[config.mk]
export PLATFORM = sky130hd
export DESIGN_NAME = bcd_decode
export DESIGN_NICKNAME = d
export VERILOG_FILES = /design/src/rtl/bcd_decode_pkg.sv /design/src/rtl/bcd_decode_nibble_adjust.sv /design/src/rtl/bcd_decode.sv
export SDC_FILE = /design/constraint.sdc
export NUM_CORES = 1
export LEC_CHECK = 0
export ABC_AREA = 1
export CAP_MARGIN = 25
export CORE_MARGIN = 4
export CORE_UTILIZATION = 55
export CTS_BUF_LIST = sky130_fd_sc_hd__clkbuf_4
export DETAILED_ROUTE_END_ITERATION = 8
export GPL_TIMING_DRIVEN = 0
export PLACE_DENSITY_LB_ADDON = 0.25
export SLEW_MARGIN = 20
export SYNTH_ARGS = -nofsm -noshare
export SYNTH_HDL_FRONTEND = slang
export SYNTH_SLANG_ARGS = --single-unit
[constraint.sdc]
create_clock -name clk -period 1.63 [get_ports clk]
set_clock_uncertainty 0.05 [all_clocks]
set_input_delay 0.326 -clock clk [delete_from_list [all_inputs] [get_ports clk]]
set_output_delay 0.326 -clock clk [all_outputs]
set_load 0.02 [all_outputs]
[src/rtl/bcd_decode_pkg.sv]
// Shared constants, types and helpers for the sequential BCD-to-binary decoder.
package bcd_decode_pkg;

  localparam int BCD_DIGIT_W   = 4;
  localparam int BCD_MAX_DIGIT = 9;
  localparam int DECODE_SHIFTS = 8;

  // Work register holds {tens, units, result byte}.
  localparam int WORK_W = 2 * BCD_DIGIT_W + DECODE_SHIFTS;

  // Counter value seen on the edge that performs the final shift.
  localparam logic [3:0] LAST_SHIFT = 4'(DECODE_SHIFTS - 1);

  typedef logic [BCD_DIGIT_W-1:0] digit_t;

  typedef enum logic {
    IDLE  = 1'b0,
    SHIFT = 1'b1
  } state_e;

  // A captured digit above 9 is not valid BCD.
  function automatic logic digit_invalid(input digit_t d);
    return d > digit_t'(BCD_MAX_DIGIT);
  endfunction

endpackage

[src/rtl/bcd_decode_nibble_adjust.sv]
// Reverse double-dabble correction for one BCD nibble: values >= 8 lose 3.
module bcd_nibble_adjust
  import bcd_decode_pkg::*;
(
  input  digit_t nib_i,
  output digit_t nib_o
);

  // A set MSB means a "ten" was shifted in from the nibble above; fold it back.
  always_comb begin
    nib_o = (nib_i >= digit_t'(8)) ? nib_i - digit_t'(3) : nib_i;
  end

endmodule

[src/rtl/bcd_decode.sv]
// Two-digit BCD to binary converter using sequential reverse double-dabble.
// A conversion takes exactly 8 shift cycles after the start edge.
module bcd_decode
  import bcd_decode_pkg::*;
#(
  parameter int N = 8
) (
  input  logic                   clk,
  input  logic                   rst_n,
  input  logic                   start,
  input  logic [BCD_DIGIT_W-1:0] tens,
  input  logic [BCD_DIGIT_W-1:0] unit,
  output logic                   busy,
  output logic                   done,
  output logic                   err,
  output logic [N-1:0]           binary
);

  state_e              state_q, state_d;
  logic [3:0]          cnt_q, cnt_d;
  logic [WORK_W-1:0]   work_q, work_d;
  logic                bad_q, bad_d;
  logic                done_q, done_d;
  logic                err_q, err_d;
  logic [N-1:0]        binary_q, binary_d;

  logic [WORK_W-1:0]   shifted;
  logic [WORK_W-1:0]   corrected;
  logic [WORK_W-1:0]   result_ext;
  digit_t              hi_adj, lo_adj;

  // One right shift of the work register, then per-nibble correction.
  assign shifted = work_q >> 1;

  bcd_nibble_adjust u_adj_hi (
    .nib_i (shifted[WORK_W-1 -: BCD_DIGIT_W]),
    .nib_o (hi_adj)
  );

  bcd_nibble_adjust u_adj_lo (
    .nib_i (shifted[WORK_W-BCD_DIGIT_W-1 -: BCD_DIGIT_W]),
    .nib_o (lo_adj)
  );

  assign corrected  = {hi_adj, lo_adj, shifted[DECODE_SHIFTS-1:0]};
  assign result_ext = {{(WORK_W-DECODE_SHIFTS){1'b0}}, shifted[DECODE_SHIFTS-1:0]};

  // Next-state and datapath: capture in IDLE, shift/correct in SHIFT.
  always_comb begin
    // NOTE: every always_comb output gets a default first so no path can infer a latch.
    state_d  = state_q;
    cnt_d    = cnt_q;
    work_d   = work_q;
    bad_d    = bad_q;
    done_d   = 1'b0;
    err_d    = err_q;
    binary_d = binary_q;

    unique case (state_q)
      IDLE: begin
        if (start) begin
          work_d  = {tens, unit, {DECODE_SHIFTS{1'b0}}};
          bad_d   = digit_invalid(tens) || digit_invalid(unit);
          cnt_d   = 4'd0;
          state_d = SHIFT;
        end
      end
      SHIFT: begin
        work_d = corrected;
        cnt_d  = cnt_q + 4'd1;
        if (cnt_q == LAST_SHIFT) begin
          state_d  = IDLE;
          cnt_d    = 4'd0;
          done_d   = 1'b1;
          err_d    = bad_q;
          binary_d = bad_q ? '0 : result_ext[N-1:0];
        end
      end
      default: state_d = IDLE;
    endcase
  end

  // State and datapath registers with asynchronous reset.
  always_ff @(posedge clk or negedge rst_n) begin
    if (!rst_n) begin
      state_q  <= IDLE;
      cnt_q    <= 4'd0;
      work_q   <= '0;
      bad_q    <= 1'b0;
      done_q   <= 1'b0;
      err_q    <= 1'b0;
      binary_q <= '0;
    end else begin
      // NOTE: non-blocking assignments so every register samples pre-edge values.
      state_q  <= state_d;
      cnt_q    <= cnt_d;
      work_q   <= work_d;
      bad_q    <= bad_d;
      done_q   <= done_d;
      err_q    <= err_d;
      binary_q <= binary_d;
    end
  end

  assign busy   = (state_q == SHIFT);
  assign done   = done_q;
  assign err    = err_q;
  assign binary = binary_q;

endmodule

==> results of run 1 <==
[stage by stage]
step                      std cells  TNS (ns)  hold WS [ns]  power [mW]
after global routing            214         0        0.4582       3.140
after detailed placement        206         0        0.3556       2.604
after floorplan                 155         0      -0.01959       2.148
after CTS                       214         0        0.4410       2.929
after global placement          206    -9.543        0.4148       2.539
final                           214         0        0.4328       2.898
[how the worst min path moves through the flow]
stage / depth (start not counted) / slack [ns] / startpoint / to
2_1_floorplan: 0 / -0.02 / rst_n / bad_q
3_3_place_gp: 2 / 0.41 / binary[4] / binary[4]
3_5_place_dp: 1 / 0.36 / rst_n / binary[0]
4_1_cts: 2 / 0.44 / binary[3] / binary[3]
5_1_grt: 2 / 0.46 / binary[7] / binary[7]
6_report: 2 / 0.43 / binary[3] / binary[3]
[registers in the layout, summed over array words and instances, names as in the netlist]
signal and cells:
binary 8, done 1, err 1, cnt_q 4, busy 1, work_q 15
bad_q 1
[cell families after synthesis]
logic type | after synthesis | share of synthesized area
flip-flops | 31 | 0.5477
XOR/XNOR | 1 | 0.006185
AND/OR/NAND/NOR | 67 | 0.2014
AO/OA/AOI/OAI | 28 | 0.1405
buffers and inverters | 25 | 0.07773
adder cells (fa/ha/maj) | 3 | 0.02650
[placed cells by master, fill, tap and decap left out, drive strengths merged]
master / n
a22o: 2
buf: 4
clkbuf: 5
clkdlybuf4s50: 9
clkinv: 3
dfrtp: 31
dlygate4sd2: 11
dlygate4sd3: 1
ha: 3
inv: 21
nand2: 52
nand3: 9
nand4: 1
nor2: 5
o211ai: 4
o21ai: 16
o22ai: 6
xnor2: 1
[metal layers]
layer / track usage / wire (um) / vias up
met3: 0.04167 / 165 / 7
met1: 0.1974 / 1093 / 514
met4: 0.09385 / 63 / 0
met5: 0 / 0 / -
li1: - / - / 550
met2: 0.2918 / 1211 / 30
[power by group]
group          total [mW]  switching [mW]  leakage [nW]  internal (mW)
Sequential           1.30           0.216         0.402           1.08
Combinational        1.19           0.714         0.427          0.479
Clock               0.408           0.256        0.0285          0.152
[final cells by class]
| type | instances | area [um2] |
|---|---|---|
| Sequential cell | 31 | 775.7 |
| Fill cell | 211 | 775.7 |
| Multi-Input combinational cell | 99 | 530.5 |
| Timing Repair Buffer | 22 | 201.4 |
| Inverter | 22 | 82.58 |
| Clock buffer | 5 | 37.54 |
| Tap cell | 30 | 37.54 |
| Buffer | 3 | 27.53 |
| Clock inverter | 2 | 8.758 |
[repair_timing]
item / 4_1_cts / 5_1_grt
hold buffers: 1 / 0
endpoints found under the hold margin: 27 / 0
resized for setup: 11 / 0
setup buffers: 0 / 0
endpoints found under the setup margin: 11 / 0
==> results by group, run 1 <==
Status
  • Status: finished, final reports clean

Detailed routing
  • Routed via count: 1101
  • DRT Wirelength: 2.534 mm
  • Drt first pass iters: 4
  • Drt first-iter violations: 24
  • Avg Vias per Cell: 5.145
  • Avg WL per Cell: 11.84 um
  • Residual DRC: 0
  • Post-route ant nets: 0

Layout
  • Area Growth Syn to Fin: 20.14%
  • Layout Utilization: 0.6869
  • Post-route cell area: 0.001702 mm2
  • Layout cells sized above 1: 0.1304
  • Layout Nets: 198
  • Ant diodes: 0

CTS
  • Clk pin slew, worst setup/hold paths: 0.09 ns
  • Clk Latency, worst-skew pair: 0.33 ns
  • Total CTS buffers: 5
  • Clock root buffer: clkbuf_4
  • CTS tree: yes
  • CTS max path bufs: 2
  • CTS Sinks: 31
  • CTS H-tree depth: 2

Pwr
  • PD cells: 1703 mW/mm2
  • Leakage: 0.8573 nW
  • Max rail drop VDD: 0.001044 V

Timing
  • Setup WS post-layout: 0.08245 ns
  • Final Hold Fails: 0
  • Max-slew headroom: 0.5579
  • Final setup fails: 0
  • RSZ-0062 raised after global routing: no
  • Final Slew Violations: 0
  • Part of the cycle the worst path needs: 0.9494
  • Peak Freq: 646.2 MHz
  • Least-Margin Pin Slew: 0.6631 ns
  • Minimum clock period: 1.548 ns

Global routing
  • Vias in the first global route: 1131
  • Largest net degree at the start of global routing: 32
  • Total GRT Usage: 0.1717
  • First-pass GRT wire length: 4.519 mm
  • GR Overflow Total: 0
  • Initial antenna violation count: 0

Yosys
  • Main area contributors after synthesis: dfrtp_1 55%, nand2_1 13%, o21ai_2 5.6%
  • Post-synthesis sequential area ratio: 0.5477
  • Post-synth top area share: 0.5477
  • Syn nets: 169
  • Yosys top cell by area: dfrtp_1
  • Synth cell types: 21
  • Avg Inst Size Synth: 9.138 um2
  • Top post-synthesis cells by count: 50 x nand2_1, 31 x dfrtp_1, 20 x inv_1, 9 x nand3_1, 9 x o21ai_2
  • Most frequent cell after synthesis: nand2_1
  • Synthesis Warnings: 0
  • Ys flop type: dfrtp_1
  • Cell Area, Synth: 0.001416 mm2
  • Number of synthesized flops with an enable pin: 0
  • Count of state elements after synthesis: 31
  • Syn Inst Count: 155
  • FFs w/ async S/R, synth: 1.000

Worst setup path
  • Delay-heaviest family, CP: flip-flops
  • Worst R2R Setup Slack: 0.30 ns
  • Worst path required time: 1.25 ns
  • R2r startpoint: cnt_q[0]
  • Worst Path Arrival: 1.17 ns
  • Critical-path cell list: dlygate4sd2_1
  • Worst-path fanout max: 5
  • Crit path max-delay cell type: dfrtp_1
  • CP Launch Type: register
  • Worst path depth: 1
  • CP Class: register to primary output
  • R2r worst-path depth: 6
  • CP startpoint: busy
  • Max stage delay on crit path: 0.48 ns
  • Reg2reg end: err
  • Critical Path End Type: primary output
  • Crit path buf inv count: 1
  • Worst Setup EP: busy

Floorplanning
  • Core Region: 0.002477 mm2
  • Initial Util: 0.5717
  • Chip width: 58.75 um
  • Die ar.: 0.003451 mm2
  • Row cnt: 18
  • # IOs: 22
  • Height of the die: 58.75 um

Flow run
  • Max-Cap Viols: 0

Placement
  • DP HPWL: 1.880 mm
  • Pre-CTS WS: 0.1031 ns
  • Final Wtd Congestion: 0.8104
  • Placement Cell Area: 0.001659 mm2
  • PortBufs: 21

Min path
  • Hold Path Class: register to register
Note: power is estimated with default switching activity, not from simulation.
==> run 2: changes to the inputs <==
--- a/config.mk
+++ b/config.mk
@@ -16,4 +16,5 @@
 export SLEW_MARGIN = 20
 export SYNTH_ARGS = -nofsm -noshare
 export SYNTH_HDL_FRONTEND = slang
+export SYNTH_HIERARCHICAL = 1
 export SYNTH_SLANG_ARGS = --single-unit
==> constraint.sdc (replaced) <==
create_clock -name clk -period 1.7 [get_ports clk]
set_clock_uncertainty 0.05 [all_clocks]
set_input_delay 0.34 -clock clk [delete_from_list [all_inputs] [get_ports clk]]
set_output_delay 0.34 -clock clk [all_outputs]
set_load 0.02 [all_outputs]
==> results by group, run 2 <==
Pwr
  • PD cells: 1659 mW/mm2 (-2.6%)
  • Max rail drop VDD: 0.001240 V (+19%)
  • Leakage: 1.035 nW (+21%)

Layout
  • Final Non-Filler Cells: 236 (+10%)
  • Layout cells sized above 1: 0.1214 (-0.009076)
  • Ant diodes: 0 (unchanged)
  • Layout Nets: 221 (+12%)
  • Area Growth Syn to Fin: 21.78%
  • Largest register by flop count: work_q
  • Most frequent cells in the layout: 58 x nand2_1, 31 x dfrtp_1, 22 x inv_1, 10 x nand3_1
  • Post-route cell area: 0.001847 mm2 (+8.5%)
  • Most common cell after layout, fill and taps aside: nand2_1
  • Max FFs per register: 15 (unchanged)

Placement
  • Placed Cells: 228 (+11%)
  • PortBufs: 21 (unchanged)
  • Placement Cell Area: 0.001778 mm2 (+7.2%)
  • Final Wtd Congestion: 0.8040 (-0.79%)
  • DP HPWL: 2.042 mm (+8.6%)

Flow run
  • Max-Cap Viols: 0 (unchanged)

Yosys
  • Synth cell types: 26 (+24%)
  • Yosys top cell by area: dfrtp_1
  • Main area contributors after synthesis: dfrtp_1 51%, nand2_1 14%, inv_1 5.4%
  • Synthesis Warnings: 6 (+6)
  • Ys flop type: dfrtp_1
  • Top post-synthesis cells by count: 58 x nand2_1, 31 x dfrtp_1, 22 x inv_1, 10 x nand3_1, 9 x o21ai_2
  • Avg Inst Size Synth: 8.817 um2 (-3.5%)
  • Number of synthesized flops with an enable pin: 0 (unchanged)
  • Syn Inst Count: 172 (+11%)
  • FFs w/ async S/R, synth: 1.000 (unchanged)
  • Cell Area, Synth: 0.001516 mm2 (+7.1%)
  • Post-synth top area share: 0.5116 (-0.03615)
  • Most frequent cell after synthesis: nand2_1
  • Count of state elements after synthesis: 31 (unchanged)
  • Post-synthesis sequential area ratio: 0.5116 (-0.03615)

Worst setup path
  • Crit path buf inv count: 1 (unchanged)
  • Reg2reg end: binary[4]
  • CP Launch Type: register
  • Max stage delay on crit path: 0.39 ns (-0.09 ns)
  • CP Class: register to primary output
  • R2r worst-path depth: 6 (unchanged)
  • Critical-path cell list: dlygate4sd2_1
  • Worst R2R Setup Slack: 0.39 ns (+0.09 ns)
  • Worst Path Arrival: 1.04 ns (-0.13 ns)
  • Worst path required time: 1.31 ns (+0.06 ns)
  • R2r startpoint: cnt_q[0]
  • Critical Path End Type: primary output
  • Worst-path fanout max: 2 (-3)
  • Delay-heaviest family, CP: flip-flops
  • Crit path max-delay cell type: dfrtp_1

Detailed routing
  • DRT Wirelength: 2.729 mm (+7.7%)
  • Residual DRC: 0 (unchanged)
  • Drt first pass iters: 4 (unchanged)
  • Avg Vias per Cell: 5.136 (-0.18%)
  • Routed via count: 1212 (+10%)
  • Post-route ant nets: 0 (unchanged)
  • Drt first-iter violations: 50 (+110%)
  • Avg WL per Cell: 11.56 um (-2.3%)

CTS
  • Post-CTS setup buffers: 0 (unchanged)
  • CTS max path bufs: 2 (unchanged)
  • CTS Sinks: 31 (unchanged)
  • CTS H-tree depth: 2 (unchanged)
  • Clk pin slew, worst setup/hold paths: 0.09 ns (about the same)
  • CTS tree: yes
  • Total CTS buffers: 5 (unchanged)
  • CTS resizes: 3 (-8)
  • Clk Latency, worst-skew pair: 0.32 ns (about the same)
  • # hold bufs at CTS: 0 (-1)
  • Clock root buffer: clkbuf_4

Status
  • Status: complete, but fails checks
  • Violated checks: hold timing

Floorplanning
  • Chip width: 60.51 um (+3.0%)
  • Die ar.: 0.003661 mm2 (+6.1%)
  • Height of the die: 60.51 um (+3.0%)
  • # IOs: 22 (unchanged)
  • Initial Util: 0.5959 (+0.02415)
  • Row cnt: 18 (unchanged)
  • Core Region: 0.002545 mm2 (+2.7%)

Global routing
  • First-pass GRT wire length: 4.912 mm (+8.7%)
  • Initial antenna violation count: 0 (unchanged)
  • GR Overflow Total: 0 (unchanged)
  • Largest net degree at the start of global routing: 32 (unchanged)
  • Total GRT Usage: 0.1820 (+0.01034)
  • Vias in the first global route: 1215 (+7.4%)

Timing
  • Max-slew headroom: 0.5538 (-0.004145)
  • Final Hold Fails: 21 (+21)
  • Minimum clock period: 1.426 ns
  • Part of the cycle the worst path needs: 0.8391
  • Peak Freq: 701.1 MHz
  • Least-Margin Pin Slew: 0.6693 ns (+0.006218 ns)
  • Setup TNS: 0 ns (unchanged)
  • RSZ-0062 raised after global routing: no
  • Final setup fails: 0 (unchanged)
  • Hold WS: -0.007653 ns (-0.4405 ns)
  • Final Slew Violations: 0 (unchanged)

Min path
  • Hold Path Class: input pin to asynchronous set/reset pin
==> run 2: worst max path at each step <==
stage	cells after the start	slack [ns]	start	end
final	1	0.27	binary[6]	binary[6]
after global routing	1	0.20	busy	busy
after CTS	1	0.003	binary[7]	binary[7]
after detailed placement	5	0.06	start	bad_q
after global placement	1	-0.26	rst_n	work_q[10]
after floorplan	6	0.50	cnt_q[0]	err
==> run 2: where the power goes <==
part           total [mW]  switching, mW  internal [mW]
clock network       0.405          0.236          0.169
logic                1.35          0.776          0.575
registers            1.31          0.250           1.06
total                3.06           1.26           1.80
==> run 2: area by class of cell <==
class | count | area (um2)
buffer | 4 | 37.54
clock buffer | 6 | 45.04
clock inverter | 2 | 7.507
fill | 219 | 698.2
inverter | 24 | 90.09
multi-input combinational | 118 | 631.9
sequential | 31 | 775.7
tap | 30 | 37.54
timing repair buffer | 21 | 221.5
==> run 2: logic make-up (layout without fill, tap and decap cells) <==
group	count (synthesis)	in the layout	synth area share
compound gates	30	30	0.1403
buf+inv	28	57	0.08415
other cells	1	6	0.002473
simple gates	75	75	0.2088
flops	31	31	0.5115
fa+ha+maj	5	5	0.04125
xor+xnor	2	2	0.01155
==> run 2: metal layers <==
layer  part of all wire  track usage
met2               0.49       0.3148
met3              0.068      0.06170
met4              0.021      0.08050
met1               0.42       0.2038
met5                  0            0
==> run 2: stage by stage <==
stage                     setup WS, ns    util  power, mW
final                           0.2736  0.7257      3.064
after global routing            0.2037  0.7257      3.349
after CTS                     0.003480  0.7178      3.108
after detailed placement       0.06448  0.6986      2.716
after global placement         -0.2585  0.7006      2.644
after floorplan                 0.4951       -      2.269
==> patch (flow settings as in run 2) <==
Reset style: synchronous (`rst_n`), changed in one clocked block. Comments in the files are not updated.
--- a/src/rtl/bcd_decode.sv
+++ b/src/rtl/bcd_decode.sv
@@ -82,5 +82,5 @@
 
   // State and datapath registers with asynchronous reset.
-  always_ff @(posedge clk or negedge rst_n) begin
+  always_ff @(posedge clk) begin
     if (!rst_n) begin
       state_q  <= IDLE;
Formal check against the unedited RTL: differs if rst_n is asserted again (counterexample within 4 cycles, from zero or initial values and one cycle with rst_n low); with rst_n held inactive, the same outputs for 10 cycles.
==> patch against run 2 <==
- largest cell class is now multi-input combinational cells
- critical path depth did not move
- worst setup slack got worse by 230 ps
- wire length is 8.1% higher
- sequential cell count unchanged
- highest routed layer unchanged
- area after synthesis is 3.5% lower
- cell area down 2.9%
Power is not compared: it rests on default switching activity, and its combinational part moved more than twofold at a synthesized area within 25%.
==> patch: results <==
[status]
result_of_the_run = complete, no violations

[synthesis]
avg_synthesized_cell_area_um2 = 7.14
synthTopCellsByArea = sky130_fd_sc_hd__dfxtp_1 (42%), sky130_fd_sc_hd__nand2_1 (19%), sky130_fd_sc_hd__nand3_1 (6.8%)
ys_seq_area_frac = 0.424
ys_dominant_reg_cell = sky130_fd_sc_hd__dfxtp_1
synthTopCellsByCount = sky130_fd_sc_hd__nand2_1 (74), sky130_fd_sc_hd__dfxtp_1 (31), sky130_fd_sc_hd__inv_1 (24)
synth_async_sr_flop_share = 0

[placement]
place_ws_ps = -78.7
dp_cells = 261
place_congestion = 0.782
post-dp-hpwl_mm = 2.10

[route]
met3_routed_wirelength_um = 113
met2WireLength_mm = 1.39
drt_first_pass_iters = 4
route.layer.met1.wl_mm = 1.40
first_iter_violations = 44
via_count = 1318
detail_route.wirelength_mm = 2.95

[finish]
antenna_cells = 0
largest_reg_flops = 15
finalNetCount = 254
final.fill_count = 210
fin_cells = 268
drive_above_1_share = 0.0756

[critical_path]
worst_path_largest_cell_delay_ps = 600
crit_arrival_ps = 1260
crit_family = buffers and inverters
cpMaxStageDelayCell = sky130_fd_sc_hd__clkdlybuf4s50_1

[clocking]
root_cell_of_the_clock_tree = sky130_fd_sc_hd__clkbuf_4
ctsLongestPathBuffers = 2
path_clk_slew_ps = 90
clk-insertion-delay-late_ps = 330
cts-buffers-inserted = 5

[min_path]
hold_path_class = flip-flop to flip-flop

[global_routing]
combined_global_route_utilization_of_all_metal_layers = 0.186
first_global_vias = 1148
grt_start_max_net_pins = 11
grt_pass1_wl_mm = 4.86

[power]
peakVddDrop_uv = 876
leakage_dissipation_nw = 0.931

[timing]
timing_hold_violations_final = 0
## patch: cell count changes in the layout (fill, tap and decap cells not counted), moves of 2 or more
cell,run 2,this run
sky130_fd_sc_hd__dfrtp_1,31,0
sky130_fd_sc_hd__dfxtp_1,0,31
sky130_fd_sc_hd__a21oi_1,1,17
sky130_fd_sc_hd__nand2_1,58,74
sky130_fd_sc_hd__nand3_1,10,20
sky130_fd_sc_hd__o21ai_2,9,0
sky130_fd_sc_hd__o22ai_1,6,0
sky130_fd_sc_hd__clkdlybuf4s50_1,9,13
sky130_fd_sc_hd__nor2_1,2,6
sky130_fd_sc_hd__dlygate4sd2_1,3,1
sky130_fd_sc_hd__inv_1,22,24
## patch: power groups by stage
stage	clock [mW]	combinational, mW	sequential, mW
2_1_floorplan	0	0.110	0.784
3_3_place_gp	0	0.162	0.788
3_5_place_dp	0	0.166	0.788
4_1_cts	0.392	0.166	0.771
5_1_grt	0.421	0.187	0.775
6_report	0.382	0.166	0.772
## patch: worst paths after layout
kind | start | depth (start not counted) | to | slack [ps]
max | binary[4] | 1 | binary[4] | 50
min | binary[3] | 2 | binary[3] | 420
max reg2reg | cnt_q[0] | 5 | binary[5] | 290
min reg2reg | binary[3] | 2 | binary[3] | 420
## patch: logic make-up (layout without fill, tap and decap cells)
family	after synthesis	in the layout	share of synthesized area
XOR/XNOR	2	2	0.0120
AO/OA/AOI/OAI	27	27	0.101
other	1	6	0.00256
AND/OR/NAND/NOR	108	108	0.321
flip-flops	31	31	0.424
adder cells (fa/ha/maj)	5	5	0.0427
buffers and inverters	31	59	0.0974
## patch: area by class of cell
| cell class | instances | area, um^2 | share of cell area |
|---|---|---|---|
| timing repair buffer | 21 | 226 | 0.126 |
| sequential | 31 | 621 | 0.346 |
| tap | 30 | 37.5 | 0.0209 |
| inverter | 26 | 97.6 | 0.0544 |
| multi-input combinational | 148 | 719 | 0.401 |
| buffer | 5 | 45.0 | 0.0251 |
| clock inverter | 2 | 8.76 | 0.00488 |
| clock buffer | 5 | 37.5 | 0.0209 |
## patch: per-stage QoR
step | total power [mW] | setup TNS, ps | instance area, um^2 | utilization
finish | 1.32 | 0 | 1790 | 0.717
global route | 1.38 | 0 | 1790 | 0.717
CTS | 1.33 | 0 | 1780 | 0.710
detailed placement | 0.953 | -792 | 1730 | 0.692
global placement | 0.950 | -582 | 1730 | 0.692
floorplan | 0.894 | 0 | 1480 | -
## patch: layer usage
metal	vias to the layer above	GRT usage
met2	18	0.281
met1	595	0.233
li1	701	-
met3	4	0.0675
met4	0	0.0918
met5	-	0
## patch: what timing repair did
item | 4_1_cts | 5_1_grt
resized for setup | 1 | 7
hold buffers | 0 | 0
endpoints found under the setup margin | 1 | 7
pin swaps | 0 | 0
